==> config.mk <==
export PLATFORM = sky130hd
export DESIGN_NAME = mem_stage_sram
export DESIGN_NICKNAME = d
export VERILOG_FILES = /design/src/rtl/mem_stage_sram.sv
export SDC_FILE = /design/constraint.sdc
export NUM_CORES = 1
export LEC_CHECK = 0
export ABC_AREA = 1
export CORE_MARGIN = 2
export CORE_UTILIZATION = 41
export DETAILED_ROUTE_END_ITERATION = 16
export GPL_TIMING_DRIVEN = 0
export PLACE_DENSITY = 0.91
export SETUP_SLACK_MARGIN = 0.15
export SLEW_MARGIN = 20
export SYNTH_ARGS = -nofsm -noshare
export SYNTH_HDL_FRONTEND = slang
export SYNTH_SLANG_ARGS = --single-unit
==> constraint.sdc <==
create_clock -name clk -period 2.2 [get_ports clk]
set_input_delay 0.33 -clock clk [delete_from_list [all_inputs] [get_ports clk]]
set_output_delay 0.33 -clock clk [all_outputs]
set_load 0.1 [all_outputs]
==> src/rtl/mem_stage_sram.sv <==
// MIPS memory stage: 32-bit load/store as two half-word accesses to an external 16-bit SRAM.
// Latency: ready low for 2*WAIT_CYCLES+3 cycles per request; mem_result valid from DONE.
// Backpressure: ready low freezes the pipeline; request inputs must stay stable until DONE.
//
// Ports:
//   clk, rst                 clock, asynchronous active-high reset
//   mem_r_en, mem_w_en       load / store request (store wins if both set)
//   alu_result, st_val       byte address, store data
//   ready                    high when no access is pending
//   mem_result               word from the most recent completed load
//   sram_addr, sram_dq_out, sram_dq_oe, sram_dq_in, sram_we_n, sram_oe_n   SRAM pins
module mem_stage_sram #(
  parameter int WAIT_CYCLES = 1,
  parameter int ADDR_BASE   = 1024
) (
  input  logic        clk,
  input  logic        rst,
  input  logic        mem_r_en,
  input  logic        mem_w_en,
  input  logic [31:0] alu_result,
  input  logic [31:0] st_val,
  output logic        ready,
  output logic [31:0] mem_result,
  output logic [17:0] sram_addr,
  output logic [15:0] sram_dq_out,
  output logic        sram_dq_oe,
  input  logic [15:0] sram_dq_in,
  output logic        sram_we_n,
  output logic        sram_oe_n
);

  localparam int CW = (WAIT_CYCLES < 1) ? 1 : $clog2(WAIT_CYCLES + 1);
  localparam logic [CW-1:0] LAST = CW'(WAIT_CYCLES);

  typedef enum logic [1:0] {IDLE, LO, HI, DONE} state_t;

  state_t        state, state_nxt;
  logic [CW-1:0] cnt, cnt_nxt;
  logic [15:0]   lo_q;
  logic [31:0]   phys;
  logic          req;
  logic          last;
  logic          unused_addr_bits;

  assign phys = alu_result - 32'(ADDR_BASE);
  // Byte-lane bits and addresses beyond the SRAM window are deliberately dropped.
  assign unused_addr_bits = ^{phys[31:19], phys[1:0]};
  assign req  = mem_r_en | mem_w_en;
  assign last = (cnt == LAST);

  always_ff @(posedge clk or posedge rst) begin
    if (rst) begin
      state      <= IDLE;
      cnt        <= '0;
      lo_q       <= '0;
      mem_result <= '0;
    end else begin
      state <= state_nxt;
      cnt   <= cnt_nxt;
      // Read data is sampled at the end of each phase, after the wait states.
      if (state == LO && last && !mem_w_en)
        lo_q <= sram_dq_in;
      if (state == HI && last && !mem_w_en)
        mem_result <= {sram_dq_in, lo_q};
    end
  end

  always_comb begin
    state_nxt   = state;
    cnt_nxt     = cnt;
    ready       = 1'b0;
    sram_addr   = '0;
    sram_dq_out = '0;
    sram_dq_oe  = 1'b0;
    sram_we_n   = 1'b1;
    sram_oe_n   = 1'b1;

    // SRAM strobes and address during the two half-word phases.
    if (state == LO || state == HI) begin
      sram_addr = {phys[18:2], (state == HI)};
      if (mem_w_en) begin
        sram_we_n   = 1'b0;
        sram_dq_oe  = 1'b1;
        sram_dq_out = (state == HI) ? st_val[31:16] : st_val[15:0];
      end else begin
        sram_oe_n = 1'b0;
      end
    end

    case (state)
      IDLE: begin
        ready = !req;
        if (req) begin
          state_nxt = LO;
          cnt_nxt   = '0;
        end
      end
      LO: begin
        if (last) begin
          state_nxt = HI;
          cnt_nxt   = '0;
        end else begin
          cnt_nxt = cnt + CW'(1);
        end
      end
      HI: begin
        if (last) state_nxt = DONE;
        else      cnt_nxt   = cnt + CW'(1);
      end
      DONE: begin
        ready     = 1'b1;
        state_nxt = IDLE;
      end
      default: state_nxt = IDLE;
    endcase
  end

endmodule

Yosys cells after proc, flatten, opt, wreduce, memory -nomap -nowiden

Cells that the tools add are included.
W data, S select, Z words.

Input port bits: 84
Output and inout bits: 70
Word-level logic and storage cells: 42
Flip-flop bits (word level): 51

Equality and inequality tests: 6
$add $sub $neg: 2
Bitwise operators: 1
Reduce and logical (&&, ||, !) cells: 11
Multiplexer cells: 18

Operators by type and width:

| kind                     | count |
|---|---|
| $mux W16                 | 3 |
| $sub A19 B11 Y19 const B | 1 |
| $mux W18                 | 1 |
| $mux W1                  | 8 |
| $pmux W2 S4              | 1 |
| $mux W2                  | 3 |
| $ne A2 B2 Y1 const B     | 3 |
| $eq A2 B2 Y1 const B     | 2 |
| $logic_and A1 B1 Y1      | 4 |
| $pmux W1 S3              | 1 |
| $reduce_and A3 Y1        | 1 |
| $reduce_bool A3 Y1       | 1 |
| $eq A2 B1 Y1 const B     | 1 |
| $logic_not A1 Y1         | 2 |
| $logic_not A2 Y1         | 1 |
| $pmux W1 S2              | 1 |
| $reduce_and A2 Y1        | 1 |
| $add A1 B1 Y1 const B    | 1 |
| $logic_or A1 B1 Y1       | 1 |
| $or A1 B1 Y1             | 1 |

Longest topological paths before layout

Depth after elaboration: 4
Mapped depth: 7
Gate-level depth less buffers: 7

Worst setup path before layout

Ideal clock, no wire load.

Path kind: reg-to-output
From: reg state[0]
To: out sram_dq_out[10]
Cell stages (with the launch flop): 7
Path slack: -1.970 ns
Data arrival time: 3.840 ns
Required time: 1.870 ns
Path buffers: 2
Cells stage by stage: dfrtp_1 inv_1 ha_1 buf_6 buf_6 nor2_1 nor3_1

Cells in the longest elaborated chain, start to end: 4
Elaborated cells between the ends (all ways): 6

Ends and longest elaborated chain:

| what                     | line   | RTL |
|---|---|---|
| start: declaration       | 37     | `state_t state, state_nxt;` |
| start signal: assignment | 58     | `state <= state_nxt;` |
| $eq A2 B2 Y1             | 79, 84 |  |
| $mux W16                 | 84     | `sram_dq_out = (state == HI) ? st_val[31:16] : st_val[15:0];` |
| $mux W16                 | 81     | `if (mem_w_en) begin` |
| $mux W16 *               | 79     | `if (state == LO \|\| state == HI) begin` |
| end: declaration         | 25     | `output logic [15:0] sram_dq_out,` |

Mark *: on every way between the ends. The rest lies on a longest branch, timed or not.

Final worst setup path

From: reg state[1]
To: out sram_addr[11]

Cells in the longest elaborated chain, start to end: 3
Elaborated cells between the ends (all ways): 4

Ends and longest elaborated chain:

| what                                                | line | RTL |
|---|---|---|
| $eq A2 B1 Y1 / $eq A2 B2 Y1 (equally long branches) | 79   |  |
| $logic_or A1 B1 Y1 *                                | 79   |  |
| $mux W18 *                                          | 79   |  |
| end: declaration                                    | 24   | `output logic [17:0] sram_addr,` |

Marks and branches as above.

==> results.md <==
- The placed wire-length estimate is 6.29 mm.
- The clock net in this run drives a total of 51 sinks.
- The I/O pin total is 154.
- The routed length per instance is 19.8 um.
- The largest family of logic cells by synthesized area is simple AND/OR/NAND/NOR gates.
- Entering global routing, the biggest net connects 30 pins.
- The number of hold violations in the final report came to 0.
- The run finished with clean final reports.
- The global placement routability congestion is 0.825.
- After the last flow step, the layout net total stands at 596.
- Summing over every cut layer, the via total after detailed routing is 3159.
- Summing the areas of all and, or, nand and nor instances in the mapped netlist gives 23.2% of the synthesized area.
- The clock period minus worst slack is 2.19 ns.
- TritonCTS built the clock tree.
- The cell sitting at the root of the clock tree is a sky130_fd_sc_hd__clkbuf_8.
- The final max-slew violation count was 0.
- The post-synthesis instance area is 2590 um2.
- For the pin with the worst max-slew slack, the measured transition is 1.01 ns.
- The arrival time at the worst endpoint is 1.86 ns.
- After clock tree synthesis, the clock-pin slew on the worst setup and hold paths is 0.09 ns.
- The startpoint identified for the worst register-to-register timing path is state[1]$_DFFE_PP0P_.
- For this configuration, the core starts out at a cell density of 42.9%.
- STA classifies the critical path endpoint as an output pin.
- In this run the remaining antenna-violating nets after routing total 0.
- The number of input and output port buffers inserted is 138.
- Relative to the synthesized area, the layout overhead comes to 102%.
- The share of synthesized cell area in full adder, half adder and majority cells is 2.90%.
- The critical path required time is 1.87 ns.
- Along the worst path, the maximum fanout reaches 5.
- The die span in y is 83.4 um.
- In this run the core area contains 28 standard-cell rows.
- Sequential elements use 49.3% of the synthesized area.
- The fraction of the mapped netlist area in compound gates is 12.4%.
- The die is 83.4 um wide.
- The sum of overflow across all layers after global routing is 0.
- Across the routed clock network, the largest skew measured is 0.00571 ns.
- The die footprint is 6960 um2.
- The maximum clock path buffer count is 2.
- The number of storage elements in the synthesis netlist is 51.
- For this run, the total global-route usage over all layers was measured as 31.3%.
- The utilization after layout is 86.6%.
- In this run the standard cell core region covers 6030 um2.
- Of the post-synthesis cell area, the part taken by muxes is 0%.
- The later-pin clock latency in the skew report is 0.31 ns.
- The total clock buffers created by CTS is 5.
- The final-report setup violation count is 0.
- The overall routed net length is 11.5 mm.
- After layout, the worst path uses 99.8% of the clock period.
- The distinct cell type count of the synthesized netlist is 19.
- By startpoint and endpoint, the worst setup path is classified as reg -> out.
- The tightest min-delay check is of the in -> async type.
- The H-tree was split into 2 levels.
- The number of nets produced by synthesis is 432.
- After detailed routing, the number of remaining DRC violations is 0.
- Setup repair after global routing could not meet its margin everywhere.
- The first TritonRoute pass finished after 5 iterations.
- The number of DRC violations after detailed-routing iteration 0 is 184.
- The xor-xnor portion of the synthesized cell area is 0%.
- The nature of the critical path startpoint is a register.
- In the synthesized netlist, the number of instances is 342.
- The detailed-route vias per instance is 5.44.
- The via count of the first global-routing pass came to 3427.
- The number of warnings reported in the yosys synthesis log is 0.
- The max-cap violation count is 0.
- For the worst flop-to-flop path, the logic depth is 9.
- The reg-to-reg critical path endpoint is state[0]$_DFFE_PP0P_.
- The number of antenna violations at the first check in global routing came to 0.
- The share of final-layout standard cells stronger than drive strength 1 is 30.2%.
- The first global-routing pass estimated 17.2 mm of wire.
- The worst pin sits at a relative slew slack of 33.1%.
- For flop-to-flop paths, the worst setup slack is 0.31 ns.
- For this run, the top clock speed supported by timing is 456 MHz.
- The mean instance size in the synthesized netlist is 7.56 um2.
- The repair_antennas step left the layout with diodes totalling 0.
==> worst max-delay path by stage <==
stage	from	endpoint	slack, ns	depth (start not counted)
2_1_floorplan	state[0]$_DFFE_PP0P_	sram_dq_out[10]	-0.11	6
3_5_place_dp	alu_result[10]	sram_addr[11]	-0.96	6
6_report	state[1]$_DFFE_PP0P_	sram_addr[11]	0.005	6
4_1_cts	state[0]$_DFFE_PP0P_	sram_addr[11]	0.10	6
3_3_place_gp	alu_result[10]	sram_addr[17]	-0.89	9
5_1_grt	state[1]$_DFFE_PP0P_	sram_addr[11]	-0.01	6
==> cell usage after synthesis (all sizes together) <==
cell type,count,area share (%)
or2,1,0.24
nor2,47,6.8
o21ai,57,11
dfrtp,51,49
nand2,78,11
clkbuf,1,0.19
nor3,15,2.9
buf,14,3.4
inv,59,8.6
ha,6,2.9
a21oi,7,1.4
nand3,6,1.8
==> timing repair <==
action                     CTS  global route
gates resized for setup    386            32
hold buffers                 0             0
setup endpoints to repair   70            37
gates cloned                 3             1
pin swaps                   18            12
setup buffers               10             4
==> logic make-up after synthesis <==
logic type,after synthesis
buffers and inverters,74
AO/OA/AOI/OAI,64
flip-flops,51
adder cells (fa/ha/maj),6
AND/OR/NAND/NOR,147
==> final cells by class <==
class	count	area, um2
Multi-Input combinational cell	217	1420
Inverter	59	264
Tap cell	75	93.8
Clock buffer	6	72.6
Clock inverter	1	30.0
Buffer	15	138
Sequential cell	51	1280
Timing Repair Buffer	157	1930
Fill cell	285	805
==> worst max-delay path, stage by stage, from the launching register on <==
cell                         delay, ns
sky130_fd_sc_hd__dfrtp_1          0.43
sky130_fd_sc_hd__inv_2            0.08
sky130_fd_sc_hd__ha_4             0.32
sky130_fd_sc_hd__buf_8            0.13
sky130_fd_sc_hd__clkinvlp_4       0.20
sky130_fd_sc_hd__a21oi_4          0.20
sky130_fd_sc_hd__buf_12           0.19
==> state kept, by name (all words and copies together), names as in the netlist <==
| register | flops |
|---|---|
| mem_result | 32 |
| lo_q | 16 |
| state | 2 |
| cnt | 1 |
==> cells in the final DEF (no fill, tap or decap), types with 10 or more instances in the layout <==
cell and n:
sky130_fd_sc_hd__nand2_1 69, sky130_fd_sc_hd__o21ai_0 20, sky130_fd_sc_hd__nor2_4 14, sky130_fd_sc_hd__clkinvlp_4 10
sky130_fd_sc_hd__o21ai_1 37, sky130_fd_sc_hd__nor2_1 23, sky130_fd_sc_hd__nor3_4 15, sky130_fd_sc_hd__buf_12 36
sky130_fd_sc_hd__clkdlybuf4s50_1 67, sky130_fd_sc_hd__dfrtp_1 51, sky130_fd_sc_hd__buf_4 13, sky130_fd_sc_hd__dlygate4sd2_1 33
sky130_fd_sc_hd__nor2_2 10, sky130_fd_sc_hd__inv_1 43
==> metrics by stage <==
stage / instance area, um2 / setup TNS, ns / worst slack [ns] / hold WS [ns] / std cells
finish: 5220 / 0 / 0.00542 / 0.450 / 581
global route: 5220 / -0.00960 / -0.00960 / 0.494 / 581
CTS: 5060 / 0 / 0.101 / 0.456 / 576
detailed placement: 4450 / -27.26 / -0.959 / 0.477 / 556
global placement: 4420 / -35.66 / -0.894 / 0.468 / 555
floorplan: 2940 / -1.27 / -0.113 / 0.453 / 342
==> layer usage <==
metal,track usage [%],vias up,share of wire [%]
li1,-,1377,-
met1,33.9,1524,34
met2,56.0,197,54
met3,7.75,61,6.5
met4,16.7,0,5.4
met5,0,-,0
Power is not shown: default switching activity piles up to over one toggle a cycle in this logic, so the estimate is an artifact.
